[config.mk]
export PLATFORM = sky130hd
export DESIGN_NAME = seq_ctrl
export DESIGN_NICKNAME = d
export VERILOG_FILES = /design/src/rtl/seq_ctrl.sv
export SDC_FILE = /design/constraint.sdc
export NUM_CORES = 1
export LEC_CHECK = 0
export BUFFER_PORTS_ARGS = -buffer_cell sky130_fd_sc_hd__buf_2
export CORE_MARGIN = 4
export CORE_UTILIZATION = 48
export CTS_CLUSTER_SIZE = 28
export DETAILED_ROUTE_END_ITERATION = 10
export GPL_ROUTABILITY_DRIVEN = 1
export MAX_ROUTING_LAYER = met4
export PLACE_DENSITY = 0.8
export SETUP_SLACK_MARGIN = 0.3
export SYNTH_ARGS = -nofsm -noshare
export SYNTH_HDL_FRONTEND = slang
export SYNTH_SLANG_ARGS = --single-unit
[constraint.sdc]
create_clock -name i_clock -period 2.3 [get_ports i_clock]
set_input_delay 0.115 -clock i_clock [delete_from_list [all_inputs] [get_ports i_clock]]
set_output_delay 0.115 -clock i_clock [all_outputs]
set_load 0.02 [all_outputs]
[src/rtl/seq_ctrl.sv]
// rtl/seq_ctrl.sv - Y86-style sequencer: walks six pipeline stages per instruction, traps fetch/memory faults into a sticky HALTED state.
// Stage enables, status and counters are all registered; the next-state decode drives their inputs.
module seq_ctrl (
   input  logic        i_clock,
   input  logic        i_rst_n,
   input  logic        i_start,
   input  logic [63:0] i_start_pc,
   input  logic [3:0]  i_in_code,
   input  logic        i_flag_halt,
   input  logic        i_in_error,
   input  logic        i_bad_mem,
   input  logic        i_bad_mem2,
   input  logic [63:0] i_p_ctr_final,
   output logic [63:0] o_p_ctr,
   output logic [5:0]  o_stage_en,
   output logic [3:0]  o_stat,
   output logic        o_running,
   output logic        o_done,
   output logic [31:0] o_instr_count,
   output logic [31:0] o_cycle_count
);

   localparam logic [3:0]  STAT_AOK = 4'b1000;
   localparam logic [3:0]  STAT_HLT = 4'b0010;
   localparam logic [3:0]  STAT_ADR = 4'b0001;
   localparam logic [3:0]  STAT_INS = 4'b0100;
   localparam logic [31:0] CNT_MAX  = 32'hFFFF_FFFF;

   typedef enum logic [2:0] {
      S_IDLE      = 3'd0,
      S_FETCH     = 3'd1,
      S_DECODE    = 3'd2,
      S_EXECUTE   = 3'd3,
      S_MEMORY    = 3'd4,
      S_WRITEBACK = 3'd5,
      S_PCUPD     = 3'd6,
      S_HALTED    = 3'd7
   } state_t;

   state_t      r_state;
   state_t      w_state_nxt;

   logic [63:0] r_p_ctr;
   logic [5:0]  r_stage_en;
   logic [3:0]  r_stat;
   logic        r_running;
   logic        r_done;
   logic [31:0] r_instr_count;
   logic [31:0] r_cycle_count;

   logic [5:0]  w_stage_en_nxt;
   logic        w_running_nxt;
   logic        w_done_nxt;

   logic        w_start_ok;
   logic        w_fetch_fault;
   logic [3:0]  w_fetch_stat;
   logic        w_mem_fault;
   logic        w_retire;

   // The icode is carried for observability only; sequencing never looks at it.
   logic        w_unused_code;
   assign w_unused_code = ^i_in_code;

   assign w_start_ok    = (r_state == S_IDLE) && i_start;
   assign w_fetch_fault = (r_state == S_FETCH) && (i_bad_mem || i_in_error || i_flag_halt);
   assign w_mem_fault   = (r_state == S_MEMORY) && i_bad_mem2;
   assign w_retire      = (r_state == S_PCUPD);

   always_comb begin
      w_fetch_stat = STAT_AOK;
      if (i_bad_mem) begin
         w_fetch_stat = STAT_ADR;
      end else if (i_in_error) begin
         w_fetch_stat = STAT_INS;
      end else if (i_flag_halt) begin
         w_fetch_stat = STAT_HLT;
      end
   end

   // State register
   always_ff @(posedge i_clock or negedge i_rst_n) begin
      if (!i_rst_n) begin
         r_state <= S_IDLE;
      end else begin
         r_state <= w_state_nxt;
      end
   end

   // Next-state decode
   always_comb begin
      w_state_nxt = r_state;
      case (r_state)
         S_IDLE:      w_state_nxt = i_start ? S_FETCH : S_IDLE;
         S_FETCH:     w_state_nxt = w_fetch_fault ? S_HALTED : S_DECODE;
         S_DECODE:    w_state_nxt = S_EXECUTE;
         S_EXECUTE:   w_state_nxt = S_MEMORY;
         S_MEMORY:    w_state_nxt = w_mem_fault ? S_HALTED : S_WRITEBACK;
         S_WRITEBACK: w_state_nxt = S_PCUPD;
         S_PCUPD:     w_state_nxt = S_FETCH;
         S_HALTED:    w_state_nxt = S_HALTED;
         default:     w_state_nxt = S_IDLE;
      endcase
   end

   // Output decode from the next state, so the registered outputs track the state register.
   always_comb begin
      w_stage_en_nxt = 6'b000000;
      w_running_nxt  = 1'b0;
      w_done_nxt     = 1'b0;
      case (w_state_nxt)
         S_FETCH:     begin w_stage_en_nxt = 6'b000001; w_running_nxt = 1'b1; end
         S_DECODE:    begin w_stage_en_nxt = 6'b000010; w_running_nxt = 1'b1; end
         S_EXECUTE:   begin w_stage_en_nxt = 6'b000100; w_running_nxt = 1'b1; end
         S_MEMORY:    begin w_stage_en_nxt = 6'b001000; w_running_nxt = 1'b1; end
         S_WRITEBACK: begin w_stage_en_nxt = 6'b010000; w_running_nxt = 1'b1; end
         S_PCUPD:     begin w_stage_en_nxt = 6'b100000; w_running_nxt = 1'b1; end
         S_HALTED:    w_done_nxt = 1'b1;
         default:     w_stage_en_nxt = 6'b000000;
      endcase
   end

   always_ff @(posedge i_clock or negedge i_rst_n) begin
      if (!i_rst_n) begin
         r_stage_en <= 6'b000000;
         r_running  <= 1'b0;
         r_done     <= 1'b0;
      end else begin
         r_stage_en <= w_stage_en_nxt;
         r_running  <= w_running_nxt;
         r_done     <= w_done_nxt;
      end
   end

   always_ff @(posedge i_clock or negedge i_rst_n) begin
      if (!i_rst_n) begin
         r_p_ctr <= 64'd0;
      end else if (w_start_ok) begin
         r_p_ctr <= i_start_pc;
      end else if (w_retire) begin
         r_p_ctr <= i_p_ctr_final;
      end
   end

   // Status latches only the first fault; HALTED is sticky so no later fault can reach here.
   always_ff @(posedge i_clock or negedge i_rst_n) begin
      if (!i_rst_n) begin
         r_stat <= STAT_AOK;
      end else if (w_fetch_fault) begin
         r_stat <= w_fetch_stat;
      end else if (w_mem_fault) begin
         r_stat <= STAT_ADR;
      end
   end

   always_ff @(posedge i_clock or negedge i_rst_n) begin
      if (!i_rst_n) begin
         r_instr_count <= 32'd0;
      end else if (w_retire && (r_instr_count != CNT_MAX)) begin
         r_instr_count <= r_instr_count + 32'd1;
      end
   end

   always_ff @(posedge i_clock or negedge i_rst_n) begin
      if (!i_rst_n) begin
         r_cycle_count <= 32'd0;
      end else if (r_running && (r_cycle_count != CNT_MAX)) begin
         r_cycle_count <= r_cycle_count + 32'd1;
      end
   end

   assign o_p_ctr       = r_p_ctr;
   assign o_stage_en    = r_stage_en;
   assign o_stat        = r_stat;
   assign o_running     = r_running;
   assign o_done        = r_done;
   assign o_instr_count = r_instr_count;
   assign o_cycle_count = r_cycle_count;

endmodule

==> results of run 1 <==
-- what timing repair did --
item,4_1_cts,5_1_grt
resized for setup,6,19
endpoints found under the hold margin,143,0
hold buffers,114,0
cloned,0,0
setup endpoints to repair,15,37
buffers inserted,8,21
pin swaps,5,9
-- cells by family after synthesis --
logic type	synth area share [%]
buf+inv	2.45
simple gates	18.5
compound gates	8.09
flops	53.2
mux	9.85
fa+ha+maj	0.520
xor+xnor	7.42
-- per-stage QoR --
stage,power (W),cells,instance area (um^2),hold WS (ps)
after global placement,0.00303,1064,8350,205
after CTS,0.00603,1217,10200,0.140
after global routing,0.00623,1239,10400,24.0
after floorplan,0.00278,628,6750,-181
after detailed placement,0.00304,1064,8350,204
final,0.00604,1239,10400,13.2
-- path summary, 6_finish.rpt --
check	start	end	slack (ps)	depth (start not counted)
max in group asynchronous	i_rst_n	o_stat[3]	1240	3
worst max-delay path	o_instr_count[24]	o_instr_count[1]	340	5
worst max register to register	o_instr_count[24]	o_instr_count[1]	340	5
worst min register to register	o_instr_count[31]	o_instr_count[31]	490	1
min in group asynchronous	i_rst_n	o_p_ctr[34]	300	2
worst min-delay path	i_p_ctr_final[50]	o_p_ctr[50]	10	3
-- power by group through the flow --
| stage | clock, W | combinational, W | sequential [W] |
|---|---|---|---|
| 6_report | 0.00285 | 0.000567 | 0.00262 |
| 3_3_place_gp | 0 | 0.000383 | 0.00265 |
| 3_5_place_dp | 0 | 0.000388 | 0.00265 |
| 5_1_grt | 0.00300 | 0.000607 | 0.00262 |
| 4_1_cts | 0.00288 | 0.000540 | 0.00261 |
| 2_1_floorplan | 0 | 0.0000540 | 0.00273 |
-- routing by layer --
| layer | up-vias | wire [um] | part of all wire [%] |
|---|---|---|---|
| li1 | 3064 | - | - |
| met5 | - | 0 | 0 |
| met3 | 91 | 1440 | 6.2 |
| met4 | 0 | 1400 | 6.0 |
| met1 | 3307 | 8970 | 38 |
| met2 | 349 | 11600 | 50 |
-- cells in the final DEF, fill, tap and decap left out, drive strengths merged, types with 4 or more instances in the layout --
master         n
nor4           4
o21ai         67
and3          16
nor3          17
xor2          17
a21oi          6
nand4         28
and4          11
xnor2         40
inv            6
buf          316
nor2          15
mux2i         64
nand2        100
clkbuf        27
dlygate4sd3  114
dfrtp        142
nand3         22
and2           6
-- worst register-to-register path: cells and delay by family (launching register included) --
kind,cells,cell delay (ps)
multiplexers,1,330
flip-flops,1,420
AND/OR/NAND/NOR,4,1100
-- cells in the mapped netlist, types with 3 or more instances --
master / n
buf_2: 9
a21oi_1: 6
and4_2: 4
nand3_2: 5
o21ai_0: 67
nand2_1: 100
mux2i_1: 64
nor3_1: 16
clkbuf_1: 18
nand4_1: 27
dfrtp_1: 142
and2_1: 6
xor2_1: 17
nand3_1: 16
nand2b_1: 3
and3_1: 13
and3_2: 3
xnor2_1: 40
and4_1: 7
inv_1: 6
nor2_1: 15
nor4_1: 4
-- sequential cells by signal, indices dropped and copies added, names as in the netlist --
name and count:
o_p_ctr 64, o_cycle_count 32, o_instr_count 32, o_stage_en 6, o_stat 4, r_state 3, o_done 1, o_running 1
-- final cells by class --
cell class	instances	area share (%)
flip-flops and latches	143	34.6
diodes	1	0.0241
multi-input cells	448	29.4
clock buffers	27	5.22
well taps	180	2.17
clock inverters	4	0.698
inverters	6	0.217
repair buffers	430	27.6
==> results by group, run 1 <==
Timing
  – Fin crit share: 85.2%
  – Final setup margin: about 340 ps
  – Final min period: 1960 ps
  – Clock Skew: 8.31 ps
  – Tightest Pin Transition: 744 ps
  – RSZ-0062 raised after global routing: true
  – Slew Viols, Final: 0
  – Setup Total Neg Slack: 0 ps
  – Final hold violations: 0
  – Max Fclk: a little over 500 MHz
  – # setup viols final: 0
  – Slew HR: 50.4%

Setup path
  – Arrival @ worst endpoint: 2260 ps
  – Max incr delay on CP: 570 ps
  – Worst path required time: around 2600 ps
  – CP top delay family: simple AND/OR/NAND/NOR gates
  – Buffers & Inverters on Critical Path: 0
  – CP endpoint kind: flip-flop
  – CP Max Fanout: 6
  – CP max stage cell: or4_4
  – CP startpoint kind: flip-flop
  – CP Class: reg -> reg
  – Crit-path cells: and4_4 -> nand3_1 -> or4_4 -> nand2_1 -> mux2_2

Finish
  – Post-layout util: 75.2%
  – Multi-input logic area: 0.00306 mm^2
  – Register Area: 0.00360 mm^2
  – Syn-to-layout area delta: 54.5%
  – Nets@finish: between 1k and 1.5k
  – Fillers: 836
  – Ratio of cells with drive above 1 in the final layout: 37.9%

Status
  – Status: finished, final reports clean

CTS
  – Worst skew pair latency: 420 ps
  – CTS tree: yes
  – Htree depth: 4
  – Clk sink count: 143
  – Root Driver: clkbuf_16
  – Num CTS Buffers: 17
  – CTS max path bufs: 2
  – CTS clock-pin slew for the worst setup and hold paths: roughly 60 ps

Power and ir drop
  – Switch Pwr: 0.00135 W
  – Clock network power share: 47.3%
  – Pwr dens: 581 mW/mm^2
  – Sw frac: 22.3%
  – Internal: around 0.0047 W
  – Logic pwr share: 9.4%
  – Max VDD drop: between 0.0004 and 0.0005 V
  – Flop pwr share: a little over two fifths
  – Static Leakage: 5.38 nW

Hold path
  – Hold Crit Class: in -> reg

Global route
  – All-Layer GR Usage: 29.5%
  – First-pass GRT wire length: 36.4 mm
  – M1 GR Usage: between 30% and 40%
  – Global route overflow: 0
  – GR met3 Demand/Resource: 6.65%
  – Initial antenna violation count: 1
  – GR peak layer: met2
  – Largest net degree at the start of global routing: 129
  – Vias in the first global route: 6937
  – Met2 Use GR: roughly 47%

Routing
  – Post-route DRC violation count: 0
  – Vias/cell: 5.50
  – DRT antenna net count: 0
  – Post-Route WL: approximately 23 mm
  – Wire per inst: 18.9 um
  – Vias: 6811
  – Initial DRC Count: roughly 430
  – DR pass1 iterations: 5

Floorplanning
  – Die width: around 130 um
  – Core Box Area: 0.0138 mm^2
  – Die H: 126 um
  – Die area: 0.0160 mm^2
  – Std cell rows: 43
  – Initial Util: 48.7%
  – I/O Pins: 279

Placed design
  – Routability cong.: 0.810
  – Input/output buffers: 274
  – Hpwl dp: 13.7 mm
  – Setup slack at placement: 273 ps

Logic synthesis
  – Post-synthesis sequential area ratio: 53.2%
  – Synth cell types: 55
  – Synth top area share: 52.8%
  – Gate Count Post-Synth: 628
  – Synth area leaders: dfrtp_1 53%, mux2i_1 9.5%, nand2_1 5.6%, xnor2_1 5.2%, o21ai_0 5.0%
  – Mean post-synth cell area: between 10 and 15 um^2
  – Yosys Warn Count: 0
  – Async set-reset flop share out of synthesis: 100%
  – Mapped cell area: between 0.006 and 0.007 mm^2
  – Post-synthesis net count: 769
  – EDFF count, synth: 0
  – Seq cells post-synth: 143
  – Ys flop type: dfrtp_1
  – Largest area contributor in the netlist: dfrtp_1

Flow run
  – Max Cap Violations: 0
Power figures use the tool's default switching activity.
==> run 2, diff against run 1 <==
--- a/config.mk
+++ b/config.mk
@@ -13,2 +13,3 @@
 export GPL_ROUTABILITY_DRIVEN = 1
+export GPL_TIMING_DRIVEN = 0
 export MAX_ROUTING_LAYER = met4
==> constraint.sdc (replaced) <==
create_clock -name i_clock -period 2.3 [get_ports i_clock]
set_input_delay 0.23 -clock i_clock [delete_from_list [all_inputs] [get_ports i_clock]]
set_output_delay 0.23 -clock i_clock [all_outputs]
set_load 0.02 [all_outputs]
==> run 2 against run 1 <==
  * Global-route usage decreased by 4.1 points
  * Clock power is 4% higher
  * Register-to-register slack hardly changed
  * Setup slack got worse by 3.9 ps
  * Non-clock buffer count decreased by 86
  * Hold slack got worse by 2.4 ps
  * Count of clock-buffer cells in the layout decreased by 5
  * Critical endpoint is now o_instr_count[24]
==> results by group, run 2 (synthesis gave the netlist of run 1 again) <==
Timing
  – Slew HR: 65.3% (was 50.4%)
  – Max Fclk: 509 MHz (was 510 MHz)
  – RSZ-0062 raised after global routing: true (unchanged)
  – Clock Skew: 12.6 ps (was 8.31 ps)
  – Final hold violations: 0 (unchanged)
  – Final min period: 1960 ps (about the same)
  – # setup viols final: 0 (unchanged)
  – Tightest Pin Transition: 521 ps (was 744 ps)
  – Final setup margin: 337 ps (was 341 ps)
  – Slew Viols, Final: 0 (unchanged)
  – Fin crit share: 85.4% (was 85.2%)

Global route
  – All-Layer GR Usage: 25.3% (was 29.5%)
  – GR peak layer: met2 (unchanged)
  – Met2 Use GR: 41.6% (was 46.7%)
  – Vias in the first global route: 6013 (was 6937)
  – Initial antenna violation count: 3 (was 1)
  – M1 GR Usage: 29.0% (was 34.5%)
  – Largest net degree at the start of global routing: 91 (was 129)
  – First-pass GRT wire length: 31.2 mm (was 36.4 mm)
  – GR met3 Demand/Resource: 7.71% (was 6.65%)
  – Global route overflow: 0 (unchanged)

Finish
  – Fillers: 1055 (was 836)
  – Syn-to-layout area delta: 40.4% (was 54.5%)
  – Largest register FFs: 64 (unchanged)
  – Nets@finish: 1101 (was 1187)
  – Most common cell after layout, fill and taps aside: buf_2 (unchanged)
  – Final non-filler cell total: 1156 (was 1239)
  – Most frequent cells in the layout: 276 x buf_2, 119 x dfrtp_1, 99 x nand2_1, 67 x o21ai_0, 64 x mux2i_1 (was 273 x buf_2, 124 x dfrtp_1, 114 x dlygate4sd3_1, 100 x nand2_1, 67 x o21ai_0)
  – Register Area: 0.00361 mm^2 (was 0.00360 mm^2)
  – Multi-input logic area: 0.00305 mm^2 (was 0.00306 mm^2)
  – Post-layout util: 68.3% (was 75.2%)
  – Ratio of cells with drive above 1 in the final layout: 42.3% (was 37.9%)
  – Cell area after layout: 0.00945 mm^2 (was 0.0104 mm^2)

Power and ir drop
  – Static Leakage: 4.97 nW (was 5.38 nW)
  – Max VDD drop: 0.000606 V (was 0.000455 V)
  – Pwr dens: 631 mW/mm^2 (was 581 mW/mm^2)
  – Overall Power: 0.00596 W (was 0.00604 W)

Setup path
  – Worst setup path endpoint: o_instr_count[24] (was o_instr_count[1])
  – CP startpoint kind: flip-flop (unchanged)
  – CP max stage cell: dfrtp_1 (was or4_4)
  – Crit-path cells: ha_4 -> and4b_1 -> buf_6 -> nand4_1 -> nor4b_4 -> buf_4 -> xor2_1 (was and4_4 -> nand3_1 -> or4_4 -> nand2_1 -> mux2_2)
  – CP endpoint kind: flip-flop (unchanged)
  – Arrival @ worst endpoint: 2290 ps (was 2260 ps)
  – Worst path required time: 2630 ps (was 2600 ps)
  – Reg2Reg Capture Point: o_instr_count[24] (was o_instr_count[1])
  – Cell count of the worst reg-to-reg path: 7 (was 5)
  – Worst Setup SP: o_instr_count[1] (was o_instr_count[24])
  – Reg2Reg Launch Point: o_instr_count[1] (was o_instr_count[24])
  – CP Max Fanout: 5 (was 6)
  – Max incr delay on CP: 420 ps (was 570 ps)
  – CP Class: reg -> reg (unchanged)
  – Reg2reg setup slack: 340 ps (about the same)

Routing
  – Vias: 6143 (was 6811)
  – Post-route DRC violation count: 0 (unchanged)
  – Wire per inst: 17.4 um (was 18.9 um)
  – DRT antenna net count: 0 (unchanged)
  – DR pass1 iterations: 5 (unchanged)
  – Initial DRC Count: 326 (was 433)
  – Post-Route WL: 20.1 mm (was 23.4 mm)
  – Vias/cell: 5.31 (was 5.50)

Floorplanning
  – I/O Pins: 279 (unchanged)
  – Core Box Area: 0.0138 mm^2 (unchanged)
  – Die H: 126 um (unchanged)
  – Std cell rows: 43 (unchanged)
  – Initial Util: 48.7% (unchanged)
  – Die area: 0.0160 mm^2 (unchanged)
  – Die width: 126 um (unchanged)

Placed design
  – Input/output buffers: 274 (unchanged)
  – Setup slack at placement: -20.9 ps (was 273 ps)
  – Hpwl dp: 14.7 mm (was 13.7 mm)
  – Post-DP Area: 0.00838 mm^2 (was 0.00835 mm^2)
  – Routability cong.: 0.853 (was 0.810)
  – Placed Cells: 1083 (was 1064)

CTS
  – Root Driver: clkbuf_16 (unchanged)
  – Htree depth: 4 (unchanged)
  – CTS tree: yes (unchanged)
  – Num CTS Buffers: 17 (unchanged)
  – Worst skew pair latency: 420 ps (about the same)
  – Clk sink count: 143 (unchanged)
  – CTS clock-pin slew for the worst setup and hold paths: 60 ps (about the same)
  – CTS max path bufs: 2 (unchanged)

Status
  – Status: finished, final reports clean (unchanged)

Hold path
  – Hold Crit Class: in -> reg (unchanged)

Flow run
  – Max Cap Violations: 0 (unchanged)
-- run 2: changes by cell type in the layout (fill, tap and decap cells not counted), sizes merged --
cell,change
dlygate4sd3,-104
clkbuf,+18
buf,-5
clkinv,+4
bufinv,+2
diode,+2
-- run 2: worst min-delay path by stage --
stage	cells after the start	slack, ps	start	endpoint
3_3_place_gp	3	430	i_start_pc[53]	o_p_ctr[53]
6_report	3	10	i_start_pc[58]	o_p_ctr[58]
2_1_floorplan	0	-70	i_rst_n	o_cycle_count[0]
4_1_cts	3	0.05	i_start_pc[58]	o_p_ctr[58]
5_1_grt	3	2	i_start_pc[8]	o_p_ctr[8]
3_5_place_dp	1	210	i_rst_n	o_p_ctr[19]
-- run 2: metrics by stage --
| step | setup TNS, ps | hold WS, ps |
|---|---|---|
| 3_3_place_gp | -155650 | 432 |
| 2_1_floorplan | 0 | -65.6 |
| 3_5_place_dp | -59.5 | 213 |
| 6_report | 0 | 10.9 |
| 5_1_grt | 0 | 2.24 |
| 4_1_cts | 0 | 0.0456 |
-- run 2: worst max-delay path: cells and delay by family, from the launching register on --
family                   cells  cell delay [ps]
XOR/XNOR                     1              150
flip-flops                   1              420
AND/OR/NAND/NOR              3              830
buffers and inverters        2              310
adder cells (fa/ha/maj)      1              180
-- run 2: routing by layer --
layer	share of wire (%)	up-vias
met2	51	244
met3	7.4	46
met1	38	2957
li1	-	2896
met5	0	-
met4	3.5	0
-- run 2: final cells by class --
class                      instances  share of cell area (%)
multi-input combinational        448                    32.3
tap                              180                    2.38
antenna                            3                  0.0795
sequential                       143                    38.2
clock inverter                    10                    1.70
inverter                           6                   0.238
clock buffer                      22                    5.02
buffer                            31                    1.91
timing repair buffer             313                    18.2
-- run 2: what timing repair did --
action / 4_1_cts / 5_1_grt
pin swaps: 7 / 14
endpoints found under the hold margin: 62 / 0
buffers inserted: 7 / 21
endpoints found under the setup margin: 71 / 72
resized for setup: 14 / 36
hold buffers: 10 / 0
-- run 2: report_power, final --
group	total (W)	leakage [nW]	switching [W]	internal [W]
clock	0.00295	0.310	0.00105	0.00190
combinational	0.000399	2.89	0.000227	0.000172
sequential	0.00261	1.78	0.0000332	0.00258
